### config.mk
export PLATFORM = sky130hd
export DESIGN_NAME = uart_hex_tx
export DESIGN_NICKNAME = d
export VERILOG_FILES = /design/src/rtl/uart_pkg.sv /design/src/rtl/hex_digit.sv /design/src/rtl/uart_hex_tx.sv
export SDC_FILE = /design/constraint.sdc
export NUM_CORES = 1
export LEC_CHECK = 0
export BUFFER_PORTS_ARGS = -buffer_cell sky130_fd_sc_hd__buf_2
export CORE_ASPECT_RATIO = 1.4
export CORE_MARGIN = 1
export CORE_UTILIZATION = 46
export DETAILED_ROUTE_END_ITERATION = 16
export GPL_TIMING_DRIVEN = 1
export MAX_ROUTING_LAYER = met4
export PLACE_DENSITY_LB_ADDON = 0.12
export SYNTH_ARGS = -nofsm -noshare
export SYNTH_HDL_FRONTEND = slang
export SYNTH_HIERARCHICAL = 1
export SYNTH_SLANG_ARGS = --single-unit
export TNS_END_PERCENT = 20
### constraint.sdc
create_clock -name clk -period 1.8 [get_ports clk]
set_input_delay 0.09 -clock clk [delete_from_list [all_inputs] [get_ports clk]]
set_output_delay 0.09 -clock clk [all_outputs]
set_load 0.03 [all_outputs]
### src/rtl/uart_pkg.sv
// Shared constants for the uart byte-stream helpers: ASCII codes and the hex printer state encoding.
package uart_pkg;

  localparam logic [7:0] ASCII_0  = 8'h30;
  localparam logic [7:0] ASCII_X  = 8'h78;
  localparam logic [7:0] ASCII_A  = 8'h41;
  localparam logic [7:0] ASCII_CR = 8'h0D;
  localparam logic [7:0] ASCII_LF = 8'h0A;

  localparam int unsigned HexTxStateW = 3;

  typedef enum logic [HexTxStateW-1:0] {
    StIdle = 3'd0,
    StP0   = 3'd1,
    StP1   = 3'd2,
    StDig  = 3'd3,
    StCr   = 3'd4,
    StLf   = 3'd5
  } hex_tx_state_e;

endpackage

### src/rtl/hex_digit.sv
// Combinational nibble to uppercase ASCII hex character.
module hex_digit
  import uart_pkg::*;
(
  input  logic [3:0] nibble_i,
  output logic [7:0] ascii_o
);

  always_comb begin
    if (nibble_i < 4'd10) begin
      ascii_o = ASCII_0 + {4'h0, nibble_i};
    end else begin
      ascii_o = ASCII_A + {4'h0, nibble_i} - 8'd10;
    end
  end

endmodule

### src/rtl/uart_hex_tx.sv
// Prints a WIDTH-bit word as ASCII hex (optional "0x" prefix and CR/LF) into the uart byte port,
// one byte per txd_ready window with never two strobes in a row.
module uart_hex_tx
  import uart_pkg::*;
#(
  parameter int unsigned WIDTH   = 32,
  parameter int unsigned PREFIX  = 1,
  parameter int unsigned NEWLINE = 1
) (
  input  logic             clk,
  input  logic             reset,
  input  logic [WIDTH-1:0] value,
  input  logic             value_strobe,
  output logic             busy,
  output logic             overrun,
  output logic [7:0]       txd,
  output logic             txd_strobe,
  input  logic             txd_ready
);

  localparam int unsigned NumDigits = WIDTH / 4;
  localparam int unsigned CntW      = (NumDigits > 1) ? $clog2(NumDigits) : 1;
  localparam logic [CntW-1:0] LastDigit = CntW'(NumDigits - 1);

  localparam hex_tx_state_e FirstSt  = (PREFIX != 0) ? StP0 : StDig;
  localparam hex_tx_state_e AfterDig = (NEWLINE != 0) ? StCr : StIdle;

  if ((WIDTH < 4) || ((WIDTH % 4) != 0)) begin : gen_bad_width
    $error("uart_hex_tx: WIDTH must be a multiple of 4 and at least 4");
  end

  hex_tx_state_e    state_q, state_d;
  logic [WIDTH-1:0] shift_q, shift_d;
  logic [CntW-1:0]  cnt_q, cnt_d;
  logic [7:0]       txd_q, txd_d;
  logic             txd_strobe_q, txd_strobe_d;
  logic             overrun_q, overrun_d;
  logic [7:0]       digit_ascii;
  logic             accept, send, last_digit;

  hex_digit u_hex_digit (
    .nibble_i (shift_q[WIDTH-1 -: 4]),
    .ascii_o  (digit_ascii)
  );

  // busy covers the final strobe cycle so a new request never overlaps the last byte.
  assign busy       = (state_q != StIdle) || txd_strobe_q;
  assign accept     = value_strobe && !busy;
  assign send       = (state_q != StIdle) && txd_ready && !txd_strobe_q;
  assign last_digit = (cnt_q == LastDigit);

  assign txd        = txd_q;
  assign txd_strobe = txd_strobe_q;
  assign overrun    = overrun_q;

  always_ff @(posedge clk) begin
    if (reset) begin
      state_q      <= StIdle;
      shift_q      <= '0;
      cnt_q        <= '0;
      txd_q        <= 8'h00;
      txd_strobe_q <= 1'b0;
      overrun_q    <= 1'b0;
    end else begin
      state_q      <= state_d;
      shift_q      <= shift_d;
      cnt_q        <= cnt_d;
      txd_q        <= txd_d;
      txd_strobe_q <= txd_strobe_d;
      overrun_q    <= overrun_d;
    end
  end

  always_comb begin
    state_d = state_q;
    unique case (state_q)
      StIdle:  if (accept) state_d = FirstSt;
      StP0:    if (send) state_d = StP1;
      StP1:    if (send) state_d = StDig;
      StDig:   if (send && last_digit) state_d = AfterDig;
      StCr:    if (send) state_d = StLf;
      StLf:    if (send) state_d = StIdle;
      default: state_d = StIdle;
    endcase
  end

  always_comb begin
    txd_d        = txd_q;
    txd_strobe_d = send;
    overrun_d    = value_strobe && busy;
    if (send) begin
      unique case (state_q)
        StP0:    txd_d = ASCII_0;
        StP1:    txd_d = ASCII_X;
        StDig:   txd_d = digit_ascii;
        StCr:    txd_d = ASCII_CR;
        StLf:    txd_d = ASCII_LF;
        default: txd_d = txd_q;
      endcase
    end
  end

  always_comb begin
    shift_d = shift_q;
    cnt_d   = cnt_q;
    if (accept) begin
      shift_d = value;
      cnt_d   = '0;
    end else if (send && (state_q == StDig)) begin
      shift_d = shift_q << 4;
      cnt_d   = cnt_q + CntW'(1);
    end
  end

endmodule

==> results.cfg <==
[outcome]
status = completed

[cells_and_area]
fill_cells = 407
antenna_cells = 0
layout-drive-gt1-share_pct = 24.22
nets = 327
regArea_um2 = 960.9
syn2layout_area_growth_pct = 19.43
multi_input_area_mm2 = 0.001031

[clocking]
clk_pin_slew_ns = 0.09
clock_path_buffers = 2
hold_buffers = 0
h-tree-depth = 2
clk-insertion-delay-late_ns = 0.30
cts_made_buffers = 5
cts_setup_buffers = 0
numClockSinks = 48
ctsResizeCount = 0
root_buffer = clkbuf_8
cts_tree = built

[power_and_ir_drop]
ir_drop_uv = 674.1
p_leak_nw = 1.068
p_per_area_mw_per_mm2 = 1017

[place]
hpwlAfterDp_mm = 3.152
routabilityCongestion = 0.8159
post-place-ws_ns = 0.1790
port-buffer-count = 46

[detailed_routing]
vias = 1866
drt_wl_total_mm = 4.796
drc = 0
drt_first_pass_iters = 4
wl_per_cell_um = 13.74
drt-met1-wl_mm = 2.160
top_layer_used = met4
met2WireLength_mm = 2.382
route.met3.wl_um = 146
initialDrtViolationCount = 53
ant_nets = 0
viasPerCell = 5.347

[timing]
fin_setup_tns_ns = 0
max_freq_ghz = 0.6039
slew_viol_final = 0
finalCritPeriodShare_pct = 91.99
tightest_slew_ns = 0.6761
rsz0062_at_grt = no
slew_headroom_pct = 54.66
setup_ws_ns = 0.1442
finalClockSkew_ns = 0.003497
hold_viol_final = 0
post-route-min-period_ns = 1.656
setup_viol_count_final = 0

[synth]
synthesis.nets = 283
synthAdderAreaFrac_pct = 1.805
synth_edf_count = 0
synth_area_mm2 = 0.002079
synth_top_area_cell = dfxtp_1
avgSynthCellArea_um2 = 8.523
ys_async_sr_fraction_pct = 0
ys_seq_area_share_pct = 46.21
ys_types = 39
synth-seq-cells = 48
yosys-top-cells-area = dfxtp_1 (46%), o22ai_1 (8.4%), nor3_1 (8.2%)
synth_xor_area_share_pct = 0.8424
synthSimpleGateAreaFrac_pct = 24.67
synth_top_area_share_pct = 46.21
yosysWarnings = 6
synth_ff_type = dfxtp_1
synthCells = 244
synthMuxAreaShare_pct = 1.504
synth_compound_area_share_pct = 19.86
synth_top_family_by_area = simple AND/OR/NAND/NOR gates

[floorplan]
coreArea_mm2 = 0.004274
die_x_um = 58.83
dieHeight_um = 81.56
fp-row-count = 28
die_area_mm2 = 0.004797
start_util_pct = 48.65
num_io_pins = 47

[setup_path]
criticalPathCategory = reg2reg
critical_path.cell_chain = nand2b_1 -> o2bb2ai_2 -> nor2_1 -> nor3_1
cpMaxStageDelayCell = o2bb2ai_2
worst-path-max-fanout = 14
rrSetupSlack_ns = 0.14
max_stage_delay_ns = 0.65
worstSetupStartpointType = flop
cp.required_ns = 2.03
cp-end-kind = flop
crit_arrival_ns = 1.89

[global_routing]
antenna_found_initial = 0
grt_use_total_pct = 21.17
grt_overflow = 0
grt_pass1_vias = 1708
grt_pass1_wl_mm = 7.514
grt_max_degree = 33

[worst_hold_path]
min_path_type = in2reg

[flow_run]
drv_cap = 0
==> critical path, delay by kind of cell (launching register included) <==
kind | cells | cell delay (ns)
AO/OA/AOI/OAI | 1 | 0.65
flip-flops | 1 | 0.36
AND/OR/NAND/NOR | 3 | 0.58
==> state kept, by name (all words and copies together), names as in the netlist <==
name / flops
txd: 8
overrun: 1
cnt_q: 3
state_q: 3
txd_strobe: 1
shift_q: 32
==> area by class of cell <==
cell class	instances	share of cell area, %
clock inverters	2	1.411
repair buffers	55	11.99
clock buffers	6	2.922
flip-flops and latches	48	38.69
well taps	60	3.023
inverters	3	0.4534
multi-input cells	175	41.51
==> kinds of logic after synthesis <==
family,Yosys count
and+or+nand+nor,103
buffers and inverters,22
DFF,48
AOI/OAI and AO/OA,62
muxes,3
xor gates and xnor gates,2
other,1
adders and majority gates,3
==> where the power goes <==
part	switching, W	leakage, nW	internal [W]
registers	0.0000803	0.395	0.00117
logic	0.000292	0.618	0.000209
clock network	0.000364	0.0552	0.000413
==> synthesized netlist by cell type (all sizes together), types with 2 or more instances <==
cell type / instances
dfxtp: 48
nor2: 36
nor3: 35
o22ai: 28
a21oi: 14
nand2: 11
buf: 10
clkbuf: 9
nand3: 5
nor2b: 5
o21ai: 5
nand2b: 4
and3: 3
ha: 3
inv: 3
o211ai: 3
a211o: 2
a211oi: 2
a21o: 2
a22oi: 2
mux2i: 2
xnor2: 2
==> final timing paths <==
kind / start / end / depth (start not counted)
max reg2reg: txd_strobe / shift_q[14] / 4
max: txd_strobe / shift_q[14] / 4
min reg2reg: txd[1] / txd[1] / 2
min: value[0] / shift_q[0] / 3
==> cells in the final DEF, fill, tap and decap left out, types with 4 or more instances in the layout <==
cell,n
nand2b_1,4
a21oi_1,14
nor3_1,34
nand2_1,10
nand3_1,5
o21ai_0,4
nor2_1,35
dfxtp_1,48
clkbuf_8,5
buf_2,46
nor2b_1,4
buf_4,9
o22ai_1,28
==> metal layers <==
| layer | vias up | GRT usage, % |
|---|---|---|
| met1 | 851 | 23.99 |
| met3 | 10 | 3.937 |
| li1 | 968 | - |
| met2 | 37 | 36.59 |
| met4 | 0 | 8.095 |
| met5 | - | - |
==> metrics by stage <==
stage | total power [W] | hold slack, ns | cells | cell area [um2] | util, %
2_1_floorplan | 0.001620 | 0.2260 | 244 | 2079 | -
3_3_place_gp | 0.001754 | 0.3453 | 340 | 2361 | 55.24
3_5_place_dp | 0.001762 | 0.3511 | 340 | 2361 | 55.24
4_1_cts | 0.002524 | 0.02542 | 348 | 2469 | 57.76
5_1_grt | 0.002647 | 0.03931 | 349 | 2484 | 58.11
6_report | 0.002526 | 0.02379 | 349 | 2484 | 58.11
No activity file was read; power rests on OpenSTA's default activity.
